$ cat config.mk
export PLATFORM = sky130hd
export DESIGN_NAME = tlight_sched
export DESIGN_NICKNAME = d
export VERILOG_FILES = /design/src/rtl/tlight_sched.sv
export SDC_FILE = /design/constraint.sdc
export NUM_CORES = 1
export LEC_CHECK = 0
export ABC_AREA = 1
export CORE_MARGIN = 4
export CORE_UTILIZATION = 40
export DETAILED_ROUTE_END_ITERATION = 6
export PLACE_DENSITY = 0.66
export RECOVER_POWER = 25
export SLEW_MARGIN = 20
export SYNTH_ARGS = -nofsm -noshare
export SYNTH_HDL_FRONTEND = slang
export SYNTH_SLANG_ARGS = --single-unit
export TNS_END_PERCENT = 50
$ cat constraint.sdc
create_clock -name clock -period 3 [get_ports clock]
set_clock_uncertainty 0.05 [all_clocks]
set_input_delay 0.3 -clock clock [delete_from_list [all_inputs] [get_ports clock]]
set_output_delay 0.3 -clock clock [all_outputs]
set_load 0.02 [all_outputs]
$ cat src/rtl/tlight_sched.sv
// tlight_sched: actuated round-robin scheduler for NS, WE and walk phases,
// with min/max green, yellow and all-red clearance timing.
module tlight_sched #(
  parameter int YELLOW_TIME = 3,
  parameter int ALLRED_TIME = 1,
  parameter int MIN_GREEN   = 5,
  parameter int MAX_GREEN   = 20,
  parameter int WALK_TIME   = 8,
  parameter int TIMER_W     = 5
) (
  input  logic       clock,
  input  logic       reset_n,
  input  logic       ns_req,
  input  logic       we_req,
  input  logic       ped_req,
  output logic [2:0] ns,
  output logic [2:0] we,
  output logic       walk,
  output logic       ped_pending,
  output logic [2:0] phase
);

  typedef enum logic [2:0] {
    ALL_RED   = 3'd0,
    NS_GREEN  = 3'd1,
    NS_YELLOW = 3'd2,
    WE_GREEN  = 3'd3,
    WE_YELLOW = 3'd4,
    WALK      = 3'd5
  } state_t;

  localparam logic [2:0] RED = 3'b100;
  localparam logic [2:0] YEL = 3'b010;
  localparam logic [2:0] GRN = 3'b001;

  localparam logic [TIMER_W-1:0] T_YEL =
    TIMER_W'(YELLOW_TIME - 1);
  localparam logic [TIMER_W-1:0] T_AR =
    TIMER_W'(ALLRED_TIME - 1);
  localparam logic [TIMER_W-1:0] T_WALK =
    TIMER_W'(WALK_TIME - 1);
  localparam logic [TIMER_W-1:0] T_MIN =
    TIMER_W'(MIN_GREEN - 1);
  localparam logic [TIMER_W-1:0] T_MAX =
    TIMER_W'(MAX_GREEN - 1);

  state_t             state;
  state_t             nstate;
  logic [TIMER_W-1:0] timer;
  logic [TIMER_W-1:0] ntimer;
  logic [1:0]         last;
  logic [1:0]         nlast;
  logic [1:0]         c0;
  logic [1:0]         c1;
  logic [1:0]         c2;
  logic [1:0]         gnt;
  logic               gnt_vld;
  logic [3:0]         req;
  logic               tzero;
  logic               gmin;
  logic               gmax;
  logic               own;
  logic               rival;
  logic               enter_walk;

  // requester index: 0 = NS, 1 = WE, 2 = PED
  function automatic logic [1:0] nxt(input logic [1:0] p);
    return (p == 2'd2) ? 2'd0 : p + 2'd1;
  endfunction

  function automatic logic [6:0] lamps(input state_t s);
    unique case (s)
      NS_GREEN:  return {GRN, RED, 1'b0};
      NS_YELLOW: return {YEL, RED, 1'b0};
      WE_GREEN:  return {RED, GRN, 1'b0};
      WE_YELLOW: return {RED, YEL, 1'b0};
      WALK:      return {RED, RED, 1'b1};
      default:   return {RED, RED, 1'b0};
    endcase
  endfunction

  assign req   = {1'b0, ped_pending, we_req, ns_req};
  assign c0    = nxt(last);
  assign c1    = nxt(c0);
  assign c2    = nxt(c1);
  assign tzero = (timer == '0);
  assign gmin  = (timer >= T_MIN);
  assign gmax  = (timer == T_MAX);
  assign own   = (state == NS_GREEN) ? ns_req : we_req;
  assign rival = ped_pending |
    ((state == NS_GREEN) ? we_req : ns_req);
  assign enter_walk =
    (nstate == WALK) && (state != WALK);
  assign phase = state;

  always_comb begin
    gnt_vld = |req;
    gnt     = c2;
    if (req[c0])      gnt = c0;
    else if (req[c1]) gnt = c1;
  end

  always_comb begin
    nstate = state;
    ntimer = timer;
    nlast  = last;
    case (state)
      ALL_RED: begin
        if (!tzero) begin
          ntimer = timer - 1'b1;
        end else if (gnt_vld) begin
          nlast  = gnt;
          ntimer = '0;
          if (gnt == 2'd0) begin
            nstate = NS_GREEN;
          end else if (gnt == 2'd1) begin
            nstate = WE_GREEN;
          end else begin
            nstate = WALK;
            ntimer = T_WALK;
          end
        end
      end
      NS_GREEN, WE_GREEN: begin
        if (gmin && rival && (!own || gmax)) begin
          nstate = (state == NS_GREEN) ?
            NS_YELLOW : WE_YELLOW;
          ntimer = T_YEL;
        end else if (!gmax) begin
          ntimer = timer + 1'b1;
        end
      end
      NS_YELLOW, WE_YELLOW, WALK: begin
        if (tzero) begin
          nstate = ALL_RED;
          ntimer = T_AR;
        end else begin
          ntimer = timer - 1'b1;
        end
      end
      default: begin
        nstate = ALL_RED;
        ntimer = T_AR;
      end
    endcase
  end

  always_ff @(posedge clock or negedge reset_n) begin
    if (!reset_n) begin
      state       <= ALL_RED;
      timer       <= T_AR;
      last        <= 2'd2;
      ped_pending <= 1'b0;
      ns          <= RED;
      we          <= RED;
      walk        <= 1'b0;
    end else begin
      state       <= nstate;
      timer       <= ntimer;
      last        <= nlast;
      ped_pending <= ped_req |
        (ped_pending & ~enter_walk);
      {ns, we, walk} <= lamps(nstate);
    end
  end

endmodule

* Yosys cells after proc, flatten, opt, wreduce, memory -nomap -nowiden
Index checks and enable logic that the tools add are counted.
** Storage, ports and cells
- Register bits after elaboration :: 18
- Bits of input ports :: 5
- Output and inout port bits :: 11
- Word-level logic and storage cells :: 78
** Operators by class
- $add $sub $neg :: 5
- Order comparisons :: 3
- Eq/ne operators :: 18
- Muxes and demuxes :: 28
- Bitwise gates (word level) :: 4
- Reductions and logical operators :: 13
** Operator list (number)
- $pmux W7 S5 :: 1
- $mux W3 :: 9
- $mux W5 :: 5
- $pmux W5 S3 :: 1
- $eq A3 B2 Y1 const B :: 4
- $eq A3 B3 Y1 const B :: 4
- $mux W2 :: 5
- $ne A3 B3 Y1 const B :: 3
- $pmux W3 S3 :: 1
- $add A2 B1 Y2 const B :: 3
- $eq A2 B2 Y1 const B :: 3
- $eq A3 B1 Y1 const B :: 2
- $lt A2 B3 Y1 const B :: 2
- $reduce_or A3 Y1 :: 2
- $add A5 B1 Y5 const B :: 1
- $eq A5 B5 Y1 const B :: 1
- $ge A5 B3 Y1 const B :: 1
- $logic_not A5 Y1 :: 1
- $sub A5 B1 Y5 const B :: 1
- $bmux W1 S2 :: 2
- $mux W1 :: 4
- $logic_and A1 B1 Y1 :: 3
- $logic_not A3 Y1 :: 1
- $reduce_and A3 Y1 :: 1
- 9 further kinds :: 10

* Longest topological paths before layout
Gate-level depths: netlist (run 1).
- Depth after elaboration :: 19
- Gate-level depth with buffers :: 14
- Depth with buffers taken out :: 14

* Worst setup path before layout (run 1)
OpenSTA, ideal clock, no wires.
- Path type :: register -> register
- Start :: register timer[0]
- End :: register we[1]
- Library setup time :: 0.114 ns
- Data arrival time :: 1.720 ns
- Required time :: 2.836 ns
- Path slack :: 1.115 ns
- Cell stages (with the launch flop) :: 14
- Buffers on the path :: 0
- Period minus slack after synthesis :: 1.885 ns
- Cell sequence :: dfrtp_1 inv_1 ha_1 nand3_4 nor2_4 nand2_4 nor2_4 nor2_2 nand2_2 nor2_4 ha_1 inv_1 nand3_1 inv_1
** Between the ends
- Word-level cells in the longest chain between the ends :: 7
- Elaborated cells on any way between the ends :: 16
- Those cells by class :: order compare (1); eq/ne (6); mux (5); reduce/logical (4)
** RTL lines
- start, declared :: RTL line 49 : logic [TIMER_W-1:0] timer;
- start signal, assigned :: RTL line 159 : timer <= ntimer;
- $ge A5 B3 Y1 or $eq A5 B5 Y1 (tied branches) :: RTL line 87, 88
- $logic_and A1 B1 Y1 or $logic_or A1 B1 Y1 (tied branches) :: RTL line 125 : if (gmin && rival && (!own || gmax)) begin
- $logic_and A1 B1 Y1 :: RTL line 125
- $mux W3 :: RTL line 125
- $pmux W3 S3 * :: RTL line 107 : case (state)
- $eq A3 B3 Y1, or another cell as far along :: RTL line 72 : unique case (s)
- $pmux W7 S5 * :: RTL line 72
- end signal, assigned :: RTL line 163 : {ns, we, walk} <= lamps(nstate);
- end, declared :: RTL line 17 : output logic [2:0] we,
Every way passes the cells marked *; elsewhere a longest branch is shown, timed or not.
A chain may end at the register's enable or synchronous reset.

* Final worst setup path (run 1)
- Start :: register timer[0]
- End :: register we[0]
The elaborated chain is that of the path after synthesis.

==> results.txt, run 1 <==
post_cts resized: 0
Die Area: 4000 um2
Syn Area/Cell: 7.93 um2
nets@finish: 182
slowest stage delay, CP: 450 ps
RSZ-0062 raised after global routing: no
number of fill cells: 280
H-tree lvl count: 1
Cell Area, Synth: 1220 um2
post-route clock period utilization: 0.687
worst vdd ir: 501 uV
final worst hold slack: 463 ps
Yosys warnings: 0
Pwr per Cell Area: 1040 nW/um2
crit path max fanout: 6
Num CTS Buffers: 3
FF+latch count, synth: 18
Leak: 0.764 nW
Vias: 1018
Syn Nets: 163
antenna violations before repair: 0
Clock Latency Late Sink: 290 ps
vias in the first global route: 1001
Crit Path Class: reg -> reg
Slowest cell on crit path: dfrtp_1
Final Instance Count excl. Fillers: 203
layout cells sized above 1: 0.174
DRT antenna net count: 0
MaxCap Viol Count: 0
Slew headroom: 0.474
Port Buf Inserts: 15
Clock Path Buffers: 2
total routed wirelength: 2.41 mm
fmax: 485 MHz
CP required: 3170 ps
largest net degree at the start of global routing: 19
Inst Count DP: 199
Core Rows: 19
Root Buffer: clkbuf_4
via density per instance: 5.01
Period minus WS final: 2060 ps
Final setup viols: 0
FF+latch area: 454 um2
most used cell, CP: nor2_4
actual slew at the worst max-slew pin: 786 ps
ANT cells: 0
routed len/inst: 11.9 um
Total Routing Usage GR: 0.136
area of the multi-input gates: 662 um2
GR Overflow Total: 0
CP bufs+invs: 1
CTS tree: done
Final Hold Fails: 0
post-synthesis sequential area ratio: 0.372
HP Class: reg -> reg
commonest cells after routing, fill and taps aside: 44 x nand2_1, 20 x inv_1, 15 x dfrtp_1
hold path depth: 2
setup bufs post-CTS: 0
overall power: 1.49 mW
CP Capture Type: flip-flop
Final Slew Violations: 0
Placer Congestion: 0.838
core area: 2830 um2
P&R area growth vs syn: 17.5%
Die Ht: 63.3 um
Detailed Routing Iterations Pass 1: 4
delay-heaviest family, CP: simple AND/OR/NAND/NOR gates
initial core utilization: 0.432
DIE WIDTH: 63.3 um
first-pass GRT wire length: 4.36 mm
clk slew on worst S/H paths: 100 ps
worst reg2reg path depth: 11
DR DRC count: 0
startpoint class of the critical path: flip-flop
dpl hpwl: 1.91 mm
Mapped Cells: 154
CTS Hold Bufs: 0
WP data arrival: 2230 ps
WP depth: 11
most common cell after layout, fill and taps aside: nand2_1
outcome: complete, no violations
setup total negative slack: 0 ps
critical path cell sequence: inv_1 -> ha_1 -> nand3_4 -> nor2_4 -> nand2_4 -> nor2_4 -> nor2_2 -> nand2_2 -> nor2_4 -> ha_1 -> nor3_1
CTS sink count: 18
unique cell type count in the Yosys netlist: 29
drt initial violations: 28
Ports: 16
final timing paths:
path,to,startpoint,slack [ps]
setup / recovery,we[0]$_DFF_PN0_,timer[0]$_DFFE_PN0P_,940
hold / removal,last[1]$_DFFE_PN1P_,last[1]$_DFFE_PN1P_,460
hold reg to reg,last[1]$_DFFE_PN1P_,last[1]$_DFFE_PN1P_,460
min in group asynchronous,timer[4]$_DFFE_PN0P_,reset_n,470
setup reg to reg,we[0]$_DFF_PN0_,timer[0]$_DFFE_PN0P_,940
max in group asynchronous,ped_pending$_DFF_PN0_,reset_n,1940
worst register-to-register path, cell delays in order (launching register included):
cell and delay [ps]:
dfrtp_1 450, inv_1 100, ha_1 190, nand3_4 140, nor2_4 140, nand2_4 90
nor2_4 130, nor2_2 50, nand2_2 70, nor2_4 50, ha_1 330, nor3_1 200
Yosys cell counts:
| cell type | n | area [um2] |
|---|---|---|
| o211ai_1 | 1 | 7.51 |
| a22oi_1 | 1 | 7.51 |
| nand2_2 | 3 | 18.8 |
| nand2_4 | 2 | 22.5 |
| xnor2_1 | 1 | 8.76 |
| a21o_1 | 1 | 7.51 |
| inv_2 | 5 | 18.8 |
| nor2_4 | 3 | 33.8 |
| nand4_1 | 4 | 25.0 |
| xor2_1 | 5 | 43.8 |
| dfrtp_1 | 15 | 375 |
| nand3_4 | 2 | 35.0 |
| buf_6 | 1 | 11.3 |
| nand2_1 | 44 | 165 |
| nor2_8 | 1 | 20.0 |
| nor2_2 | 2 | 12.5 |
| inv_1 | 20 | 75.1 |
| o21ai_0 | 5 | 25.0 |
| nor3_1 | 3 | 15.0 |
| a21oi_1 | 3 | 15.0 |
| nand3_2 | 3 | 30.0 |
| dfstp_2 | 3 | 78.8 |
| o21ai_2 | 1 | 8.76 |
| a21oi_4 | 1 | 16.3 |
| ha_1 | 4 | 50.1 |
| o22ai_1 | 1 | 6.26 |
| nand3_1 | 10 | 50.1 |
| nor2_1 | 8 | 30.0 |
| o21bai_1 | 1 | 7.51 |
registers in the layout (all words and copies together) (netlist names):
| signal | cells |
|---|---|
| timer | 5 |
| we | 3 |
| phase | 3 |
| walk | 1 |
| last | 2 |
| ns | 3 |
| ped_pending | 1 |
area by class of cell:
type,instances,area share
Multi-Input combinational cell,110,0.461
Sequential cell,18,0.316
Timing Repair Buffer,15,0.105
Inverter,25,0.0654
Tap cell,31,0.0270
Clock buffer,4,0.0253
metrics by stage:
stage               instance area [um2]  utilization  setup slack, ps
floorplan                          1220            -             1120
global placement                   1400        0.494              799
detailed placement                 1400        0.494              783
CTS                                1440        0.507              923
global route                       1440        0.507              726
finish                             1440        0.507              939
logic make-up (layout without fill, tap and decap cells):
family          Yosys count  in the layout  share of synthesized area
xor+xnor                  6              6                     0.0430
flops                    18             18                      0.372
compound gates           15             15                     0.0830
buf+inv                  26             44                     0.0861
fa+ha+maj                 4              4                     0.0410
simple gates             85             85                      0.375
routing by layer:
metal,GRT usage,share of wire,routed length [um]
met4,0.0404,0.014,33
met2,0.227,0.47,1130
met1,0.170,0.47,1130
met5,0,0,0
met3,0.0409,0.052,126
where the power goes:
group          switching (mW)  total, mW  internal [mW]  leakage, nW
logic                   0.538      0.885          0.347        0.519
registers               0.110      0.456          0.346        0.224
clock network          0.0743      0.148         0.0740       0.0210
No activity file was read; power rests on OpenSTA's default activity.
==> run 2, diff against run 1 <==
Clock period 3 ns to 2.01 ns, I/O delays scaled along.
==> run 2 against run 1 <==
Net effect:
- maximum frequency increased by 7.6%
- clock power rose by 51%
- power rose by 70%
- count of clock-buffer cells in the layout unchanged
- combinational power increased by 86%
- sequential share of layout area decreased by 2.6 points
- utilization increased by 4.8 points
- die area unchanged
- critical path type unchanged
- highest routed layer unchanged
==> results.txt, run 2 (same netlist as run 1, synthesis figures left out) <==
CTS Hold Bufs: 0 (unchanged)
CTS tree: done
Switching Fraction: 0.467 (-0.0177)
worst vdd ir: 698 uV (+39%)
WP depth: 11 (unchanged)
Final Instance Count excl. Fillers: 217 (+6.9%)
Clk pwr share: 0.088 (-0.012)
Pwr per Cell Area: 1610 nW/um2 (+55%)
HP Start: ped_req
MaxCap Viol Count: 0 (unchanged)
DIE WIDTH: 63.3 um (unchanged)
Logic pwr share: 0.652 (+0.058)
Die Ht: 63.3 um (unchanged)
Core Rows: 19 (unchanged)
CP required: 2200 ps (-970 ps)
r2r endpoint: we[1]$_DFF_PN0_
initial core utilization: 0.432 (unchanged)
first-pass GRT wire length: 4.87 mm (+12%)
CP bufs+invs: 3 (+2)
P&R area growth vs syn: 28.6%
routed len/inst: 12.8 um (+7.7%)
dpl hpwl: 2.10 mm (+10%)
Seq pwr share: 0.260 (-0.046)
CP Capture Type: flip-flop
total routed wirelength: 2.78 mm (+15%)
Final Hold Fails: 0 (unchanged)
via density per instance: 5.11 (+1.9%)
Total Routing Usage GR: 0.150 (+0.0137)
FF-to-FF Start: timer[0]$_DFFE_PN0P_
clk slew on worst S/H paths: 100 ps (about the same)
NetSw: 1.18 mW (+64%)
vias in the first global route: 1137 (+14%)
GR Overflow Total: 0 (unchanged)
overall power: 2.53 mW (+70%)
Placed Area: 1480 um2 (+5.9%)
startpoint class of the critical path: flip-flop
ANT cells: 0 (unchanged)
core area: 2830 um2 (unchanged)
Internal Power: 1.35 mW (+76%)
largest net degree at the start of global routing: 19 (unchanged)
Num CTS Buffers: 3 (unchanged)
Worst Hold Path EP: ped_pending$_DFF_PN0_
drt initial violations: 41 (+46%)
Crit Path Class: reg -> reg
critical path cell sequence: buf_4 -> ha_2 -> nand3_2 -> nand3_2 -> nand4_1 -> nand2_2 -> nor2_4 -> ha_4 -> inv_1 -> nand3_1 -> inv_1
Leak: 0.824 nW (+7.9%)
H-tree lvl count: 1 (unchanged)
Final Slew Violations: 0 (unchanged)
Slowest cell on crit path: dfrtp_1
delay-heaviest family, CP: simple AND/OR/NAND/NOR gates
CTS sink count: 18 (unchanged)
final core utilization: 0.555 (+0.0478)
Clock Latency Late Sink: 290 ps (about the same)
DRT antenna net count: 0 (unchanged)
Placer Congestion: 0.891 (+6.3%)
Vias: 1109 (+8.9%)
most common cell after layout, fill and taps aside: nand2_1
worst reg2reg path depth: 11 (unchanged)
commonest cells after routing, fill and taps aside: 44 x nand2_1, 18 x inv_1, 14 x clkdlybuf4s50_1, 14 x dfrtp_1, 13 x buf_4
Clock Path Buffers: 2 (unchanged)
WP data arrival: 2110 ps (-120 ps)
Slew headroom: 0.386 (-0.0888)
slowest stage delay, CP: 430 ps (-20 ps)
Final setup viols: 0 (unchanged)
antenna violations before repair: 0 (unchanged)
r2r setup slk: 90 ps (-850 ps)
Ports: 16 (unchanged)
actual slew at the worst max-slew pin: 922 ps (+136 ps)
Design Area, Final: 1570 um2 (+9.4%)
Top reg by flops: timer
Period minus WS final: 1920 ps (-145 ps)
Detailed Routing Iterations Pass 1: 4 (unchanged)
fmax: 522 MHz (+7.6%)
Die Area: 4000 um2 (unchanged)
outcome: complete, no violations
Root Buffer: clkbuf_4
layout cells sized above 1: 0.269 (+0.0944)
Port Buf Inserts: 15 (unchanged)
nets@finish: 196 (+7.7%)
crit path max fanout: 4 (-2)
hold path depth: 2 (unchanged)
post-route clock period utilization: 0.953 (+0.266)
DR DRC count: 0 (unchanged)
Inst Count DP: 210 (+5.5%)
HP Class: in -> reg
max reg flops: 5 (unchanged)
-- run 2: cell types whose count changed in the layout (fill, tap and decap cells not counted), moves of 2 or more --
cell,delta
ha_1,-3
inv_1,-2
inv_2,+2
buf_4,+13
ha_4,+2
-- run 2: power by group through the flow --
stage,combinational [mW],sequential [mW],clock (mW)
floorplan,0.988,0.711,0
CTS,1.54,0.652,0.237
detailed placement,1.51,0.657,0
finish,1.65,0.659,0.223
global placement,1.49,0.650,0
global route,1.82,0.676,0.253
-- run 2: final cells by class --
cell class,count,area (um2)
multi-input cells,110,694
repair buffers,29,251
well taps,31,38.8
inverters,25,93.8
fillers,268,1260
clock buffers,4,36.3
flip-flops and latches,18,455
-- run 2: stage by stage --
step | worst slack, ps | hold WS (ps) | setup TNS, ps
final | 94.1 | 421 | 0
after global routing | -14.1 | 433 | -16.9
after CTS | 19.9 | 169 | 0
after detailed placement | -33.1 | 446 | -38.5
after global placement | 9.90 | 441 | 0
after floorplan | 125 | -145 | 0
-- run 2: how the worst max path moves through the flow --
| stage | startpoint | to | slack [ps] |
|---|---|---|---|
| finish | timer[0]$_DFFE_PN0P_ | we[1]$_DFF_PN0_ | 90 |
| global route | timer[0]$_DFFE_PN0P_ | we[1]$_DFF_PN0_ | -10 |
| CTS | timer[0]$_DFFE_PN0P_ | we[0]$_DFF_PN0_ | 20 |
| detailed placement | we_req | we[1]$_DFF_PN0_ | -30 |
| global placement | we_req | we[0]$_DFF_PN0_ | 10 |
| floorplan | timer[0]$_DFFE_PN0P_ | we[1]$_DFF_PN0_ | 130 |
-- run 2: routing by layer --
layer | global-route usage | up-vias | part of all wire | routed length, um
met5 | 0 | - | 0 | 0
met4 | 0.0674 | 0 | 0.016 | 45
met3 | 0.0391 | 6 | 0.050 | 139
met2 | 0.248 | 28 | 0.50 | 1390
met1 | 0.183 | 521 | 0.43 | 1200
li1 | - | 554 | - | -
-- run 2: what timing repair did --
action / 4_1_cts / 5_1_grt
resized for setup: 2 / 6
pin swaps: 0 / 3
setup buffers: 0 / 3
endpoints found under the setup margin: 1 / 5
endpoints found under the hold margin: 0 / 0
==> variant 1 (config.mk and constraints of run 2) <==
Register the inputs `ns_req`, `we_req` and `ped_req` before use, with the module's reset. The logic sees them one clock later.
--- a/src/rtl/tlight_sched.sv
+++ b/src/rtl/tlight_sched.sv
@@ -44,6 +44,22 @@
   localparam logic [TIMER_W-1:0] T_MAX =
     TIMER_W'(MAX_GREEN - 1);
 
+  logic ns_req_q;
+  logic we_req_q;
+  logic ped_req_q;
+
+  always_ff @(posedge clock or negedge reset_n) begin
+    if (!reset_n) begin
+      ns_req_q  <= '0;
+      we_req_q  <= '0;
+      ped_req_q <= '0;
+    end else begin
+      ns_req_q  <= ns_req;
+      we_req_q  <= we_req;
+      ped_req_q <= ped_req;
+    end
+  end
+
   state_t             state;
   state_t             nstate;
   logic [TIMER_W-1:0] timer;
@@ -79,16 +95,16 @@
     endcase
   endfunction
 
-  assign req   = {1'b0, ped_pending, we_req, ns_req};
+  assign req   = {1'b0, ped_pending, we_req_q, ns_req_q};
   assign c0    = nxt(last);
   assign c1    = nxt(c0);
   assign c2    = nxt(c1);
   assign tzero = (timer == '0);
   assign gmin  = (timer >= T_MIN);
   assign gmax  = (timer == T_MAX);
-  assign own   = (state == NS_GREEN) ? ns_req : we_req;
+  assign own   = (state == NS_GREEN) ? ns_req_q : we_req_q;
   assign rival = ped_pending |
-    ((state == NS_GREEN) ? we_req : ns_req);
+    ((state == NS_GREEN) ? we_req_q : ns_req_q);
   assign enter_walk =
     (nstate == WALK) && (state != WALK);
   assign phase = state;
@@ -158,7 +174,7 @@
       state       <= nstate;
       timer       <= ntimer;
       last        <= nlast;
-      ped_pending <= ped_req |
+      ped_pending <= ped_req_q |
         (ped_pending & ~enter_walk);
       {ns, we, walk} <= lamps(nstate);
     end
Formal check against the unedited RTL: not equivalent (Yosys sat finds a counterexample within 4 cycles, from zero or initial values and one cycle with reset_n low).
==> variant 1 against run 2 <==
Sequential share of layout area increased by 6.9 points; clock power decreased by 9.0%; final area decreased by 6.0%; largest power group unchanged; utilization decreased by 6.7 points; largest cell class unchanged; wire length decreased by 12%; fmax increased by 8.1%; combinational power decreased by 24%; total power decreased by 14%; sequential cell count increased by 3; synthesized area increased by 2.4%; synthesized cell count decreased by 1.3%; critical path type unchanged; setup slack improved by 140 ps; highest routed layer unchanged.
==> variant 1: results (changes against run 2) <==
- Top area cells in the synthesized netlist: dfrtp_1 36%, nand2_1 11%, nand3_1 6.8%, dfstp_2 6.3%, inv_1 6.0% (was dfrtp_1 31%, nand2_1 14%, dfstp_2 6.5%, inv_1 6.1%, ha_1 4.1%).
* Number of global-route vias before repair: 1016 (was 1137)
- The worst-case headroom to the max-slew limit was 0.2897 (was 0.3855).
* Result of the run: finished clean (unchanged)
- The distinct cell type count after synthesis was 28 (was 29).
- Worst endpoint data arrival time: 1990 ps (was 2110 ps)
* Flip-flop count of the largest register after layout: 5 (unchanged)
- The quantity of I/O buffers inserted on ports came to 15 (unchanged).
* Crit-path max FO: 6 (was 4)
* Antenna violations before repair: 0 (unchanged)
- The global-route wire length before repair was 4360 microns (was 4871 microns).
* Inserted Clock Buffers: 3 (unchanged)
- Clock Tree Root: clkbuf_4 (unchanged)
- The fill cell total of the finished layout was 303 (was 268).
* Gp weighted congestion: 0.8590 (was 0.8910)
- The global routing usage summed across all routing layers is 0.1366 (was 0.1501).
- The post-detailed-routing wire length came to 2436 microns (was 2778 microns).
- HPWL after DPL: 1996 microns (was 2101 microns)
* CTS clock-pin slew for the worst setup and hold paths: 120 ps (was 100 ps)
- The number of buffers on the longest clock path came to 2 (unchanged).
* Yosys Warn Count: 0 (unchanged)
- The area growth from synthesis to layout came to 18.12% (was 28.59%).
- The ratio of routed vias to standard cells came to 4.749 (was 5.111).
- Fraction of synthesis flops using an asynchronous set or reset pin: 1.000 (unchanged)
- Net Count, Synth: 160 (was 163)
- Leak pwr: 0.7263 nW (was 0.8240 nW)
* Worst ir drop on vdd: 0.6390 mV (was 0.6982 mV)
- The sequential element share of the synthesized area came to 0.4234 (was 0.3719).
- DRC violation total after the first TritonRoute iteration: 27 (was 41)
- Clk_lat worst skew: 310 ps (was 290 ps)
- The register with the highest flop count is timer (unchanged).
- Number of detailed-routing iterations run before antenna repair: 4 (unchanged)
- Min-Delay Path Class: in -> reg (unchanged)
* Worst setup timing slack at the placement stage: 193.0 ps (was -33.09 ps)
* Fin nets: 180 (was 196)
- Proportion of layout cells with a drive suffix above 1: 0.1754 (was 0.2688)
- The post-detailed-route DRC marker count came to 0 (unchanged).
* Antenna diode instance count: 0 (unchanged)
- Top cell types by occurrence after synthesis: 38 x nand2_1, 20 x inv_1, 18 x dfrtp_1 (was 44 x nand2_1, 20 x inv_1, 15 x dfrtp_1)
- The pin count of the biggest net entering global routing was 22 (was 19).
- Number of levels the H-tree was split into: 1 (unchanged)
[variant 1: cell types whose count changed after synthesis, sizes merged, moves of 3 or more]
cell,run 2,this run
nand2,49,43
nand3,15,21
o21ai,6,3
a21oi,4,1
dfrtp,15,18
[variant 1: layer usage]
layer  routed length [microns]  vias up  global-route usage
met5                         0        -                   0
met4                        49        0             0.05660
met3                       125        5             0.03515
met2                      1262       20              0.2400
met1                       998      474              0.1557
li1                          -      522                   -
[variant 1: final timing paths]
| path | startpoint | endpoint | slack (ps) | cells after the start |
|---|---|---|---|---|
| worst min-delay path | ns_req | ns_req_q | 390 | 1 |
| worst max-delay path | timer[0] | ns[2] | 240 | 12 |
| min in group asynchronous | reset_n | walk | 530 | 2 |
| max in group asynchronous | reset_n | timer[0] | 680 | 2 |
| worst min register to register | ped_req_q | ped_pending | 390 | 1 |
| worst max register to register | timer[0] | ns[2] | 240 | 12 |
[variant 1: through the flow]
| step | hold WS [ps] | cells |
|---|---|---|
| after floorplan | -144.6 | 152 |
| after global placement | 363.6 | 211 |
| after detailed placement | 377.2 | 211 |
| after CTS | 152.7 | 215 |
| after global routing | 372.9 | 215 |
| final | 390.5 | 215 |
[variant 1: layout make-up]
cell class / instances / area share
Clock inverter: 1 / 0.003390
Tap cell: 44 / 0.03729
Sequential cell: 21 / 0.3593
Multi-Input combinational cell: 104 / 0.4144
Clock buffer: 3 / 0.01525
Timing Repair Buffer: 16 / 0.1042
Inverter: 26 / 0.06610
[variant 1: repair_timing]
item,CTS,global route
endpoints found under the setup margin,0,1
resized for setup,0,1
buffers inserted,0,0
[variant 1: cell families after synthesis]
kind of cell | after synthesis | share of synthesized area
AO/OA/AOI/OAI | 9 | 0.04504
XOR/XNOR | 6 | 0.04204
adder cells (fa/ha/maj) | 3 | 0.03003
buffers and inverters | 27 | 0.08708
flip-flops | 21 | 0.4234
AND/OR/NAND/NOR | 86 | 0.3724
[variant 1: worst max-delay path, cell delays in order (launching register included)]
cell	delay (ps)
dfrtp_2	430
inv_1	80
ha_1	230
nand3_4	130
nor2_4	60
nand2_2	80
inv_1	60
nand2_1	80
nand2_1	60
nor2_2	210
nand2_1	90
nor2_2	120
nor2_2	40
[variant 1: power breakdown]
part	total, W	internal (W)	switching [W]
Combinational	0.00126	0.000501	0.000756
Clock	0.000203	0.0000745	0.000129
Sequential	0.000723	0.000584	0.000139
==> variant 2 (config.mk and constraints of run 2) <==
Without the edit above. `TIMER_W`: 5 -> 6.
--- a/src/rtl/tlight_sched.sv
+++ b/src/rtl/tlight_sched.sv
@@ -6,7 +6,7 @@
   parameter int MIN_GREEN   = 5,
   parameter int MAX_GREEN   = 20,
   parameter int WALK_TIME   = 8,
-  parameter int TIMER_W     = 5
+  parameter int TIMER_W     = 6
 ) (
   input  logic       clock,
   input  logic       reset_n,
Check against the original RTL: no difference found for any inputs over 10 cycles, from zero or initial values and one cycle with reset_n low; that may be too few to reach the edited logic, so the function may still have changed.
==> variant 2 against run 2 <==
Fmax fell by 0.38%; total power rose by 6.7%; via count increased by 4.5%; wire length fell by 0.29%; highest routed layer unchanged; setup slack worse by 7.3 ps; sequential cell count rose by 1; synthesized area up 6.4%; final area increased by 8.5%.
==> variant 2: results (changes against run 2) <==
* Fin nets: 207 (was 196)
- The sequential element share of the synthesized area was 0.3690 (was 0.3719).
* Number of unique standard cell types used by synthesis: 30 (was 29)
- The post-synth net total came to 169 (was 163).
* Leak pwr: 0.8218 nW (was 0.8240 nW)
- Wire length reported by the detailed router: 2770 microns (was 2778 microns)
- Number of global-route vias before repair: 1121 (was 1137)
- The last weighted congestion value of the routability-driven placer was 0.8220 (was 0.8910).
- The flip-flop and latch count after synthesis was 19 (was 18).
- Top cell types by occurrence after synthesis: 34 x nand2_1, 16 x dfrtp_1, 15 x inv_1 (was 44 x nand2_1, 20 x inv_1, 15 x dfrtp_1).
* Final-layout fill cell count: 297 (was 268)
* Top area cells in the synthesized netlist: dfrtp_1 31%, nand2_1 9.8%, dfstp_2 6.1%, nand3_1 4.6%, inv_1 4.3% (was dfrtp_1 31%, nand2_1 14%, dfstp_2 6.5%, inv_1 6.1%, ha_1 4.1%)
- Worst ir drop on vdd: 0.7253 mV (was 0.6982 mV)
- Detailed-route vias per instance: 4.809 (was 5.111)
- Length in cells of the worst reg-to-reg path: 13 (was 11)
* Proportion of layout cells with a drive suffix above 1: 0.3198 (was 0.2688)
- The beginning of the critical path is timer[1] (was timer[0]).
- Wire length of the first global-routing pass: 4692 microns (was 4871 microns)
* Launching point of the worst reg2reg path: timer[1] (was timer[0])
* Largest net degree at the start of global routing: 20 (was 19)
* Final Slew Violations: 0 (unchanged)
- Flip-flop count of the largest register after layout: 6 (was 5)
- The global routing usage summed across all routing layers is 0.1400 (was 0.1501).
* Crit-path max FO: 6 (was 4)
* Worst slew pin tran: 1010 ps (was 921.7 ps)
- Result of the run: finished clean (unchanged)
* HPWL after DPL: 2228 microns (was 2101 microns)
## variant 2: cell count changes in the layout (fill, tap and decap cells not counted), moves of 2 or more
cell / change
o21ai_1: +5
buf_4: +5
dfrtp_1: +2
xnor2_1: +3
inv_1: -4
inv_2: +4
a21oi_2: +2
nand2_2: +3
nand2_1: -10
nand3b_1: +2
o22ai_1: +2
## variant 2: cell type report
type                            count  area [sq um]  share of cell area
Sequential cell                    19         479.2              0.2812
Multi-Input combinational cell    115         759.5              0.4457
Tap cell                           44         55.05             0.03231
Inverter                           25         93.84             0.05507
Clock buffer                        3         22.52             0.01322
Timing Repair Buffer               34         289.0              0.1696
Clock inverter                      1         5.005            0.002937
## variant 2: worst reg2reg max path: cells and delay by family (launching register included)
family / cells / cell delay (ps)
flops: 1 / 420
simple gates: 7 / 620
buf+inv: 4 / 300
fa+ha+maj: 2 / 430
## variant 2: report_power, final
| part | internal (W) | switching [W] |
|---|---|---|
| Sequential | 0.000544 | 0.000142 |
| Combinational | 0.000824 | 0.000997 |
| Clock | 0.0000742 | 0.000122 |
## variant 2: how the worst min path moves through the flow
stage,from,to,slack [ps],cells past startpoint
after floorplan,reset_n,last[0],-140,0
after global placement,timer[1],timer[1],490,2
after detailed placement,timer[1],timer[1],500,2
after CTS,reset_n,timer[2],180,2
after global routing,ped_req,ped_pending,420,2
final,ped_req,ped_pending,410,2
## variant 2: kinds of logic (layout without fill, tap and decap cells)
| kind of cell | Yosys count | after routing | share of synthesized area |
|---|---|---|---|
| and+or+nand+nor | 83 | 83 | 0.3622 |
| AOI/OAI and AO/OA | 20 | 20 | 0.1002 |
| xor gates and xnor gates | 8 | 8 | 0.05394 |
| DFF | 19 | 19 | 0.3690 |
| buffers and inverters | 26 | 63 | 0.07610 |
| adders and majority gates | 4 | 4 | 0.03854 |
## variant 2: metal layers
| layer | vias up | routed length [microns] | global-route usage |
|---|---|---|---|
| met4 | 0 | 19 | 0.02375 |
| li1 | 594 | - | - |
| met1 | 541 | 1197 | 0.1742 |
| met5 | - | 0 | 0 |
| met3 | 2 | 73 | 0.02773 |
| met2 | 22 | 1479 | 0.2516 |
## variant 2: timing repair
action,4_1_cts,5_1_grt
pin swaps,0,4
endpoints found under the setup margin,1,3
gates resized for setup,1,7
setup buffers,2,2
## variant 2: stage by stage
| stage | instance area, sq um | cells | setup WS (ps) | hold WS (ps) |
|---|---|---|---|---|
| after floorplan | 1299 | 160 | 70.49 | -144.6 |
| after global placement | 1612 | 233 | -28.57 | 488.3 |
| after detailed placement | 1612 | 233 | -83.21 | 499.6 |
| after CTS | 1667 | 239 | 54.97 | 177.7 |
| after global routing | 1704 | 241 | -6.371 | 422.3 |
| final | 1704 | 241 | 86.80 | 413.8 |
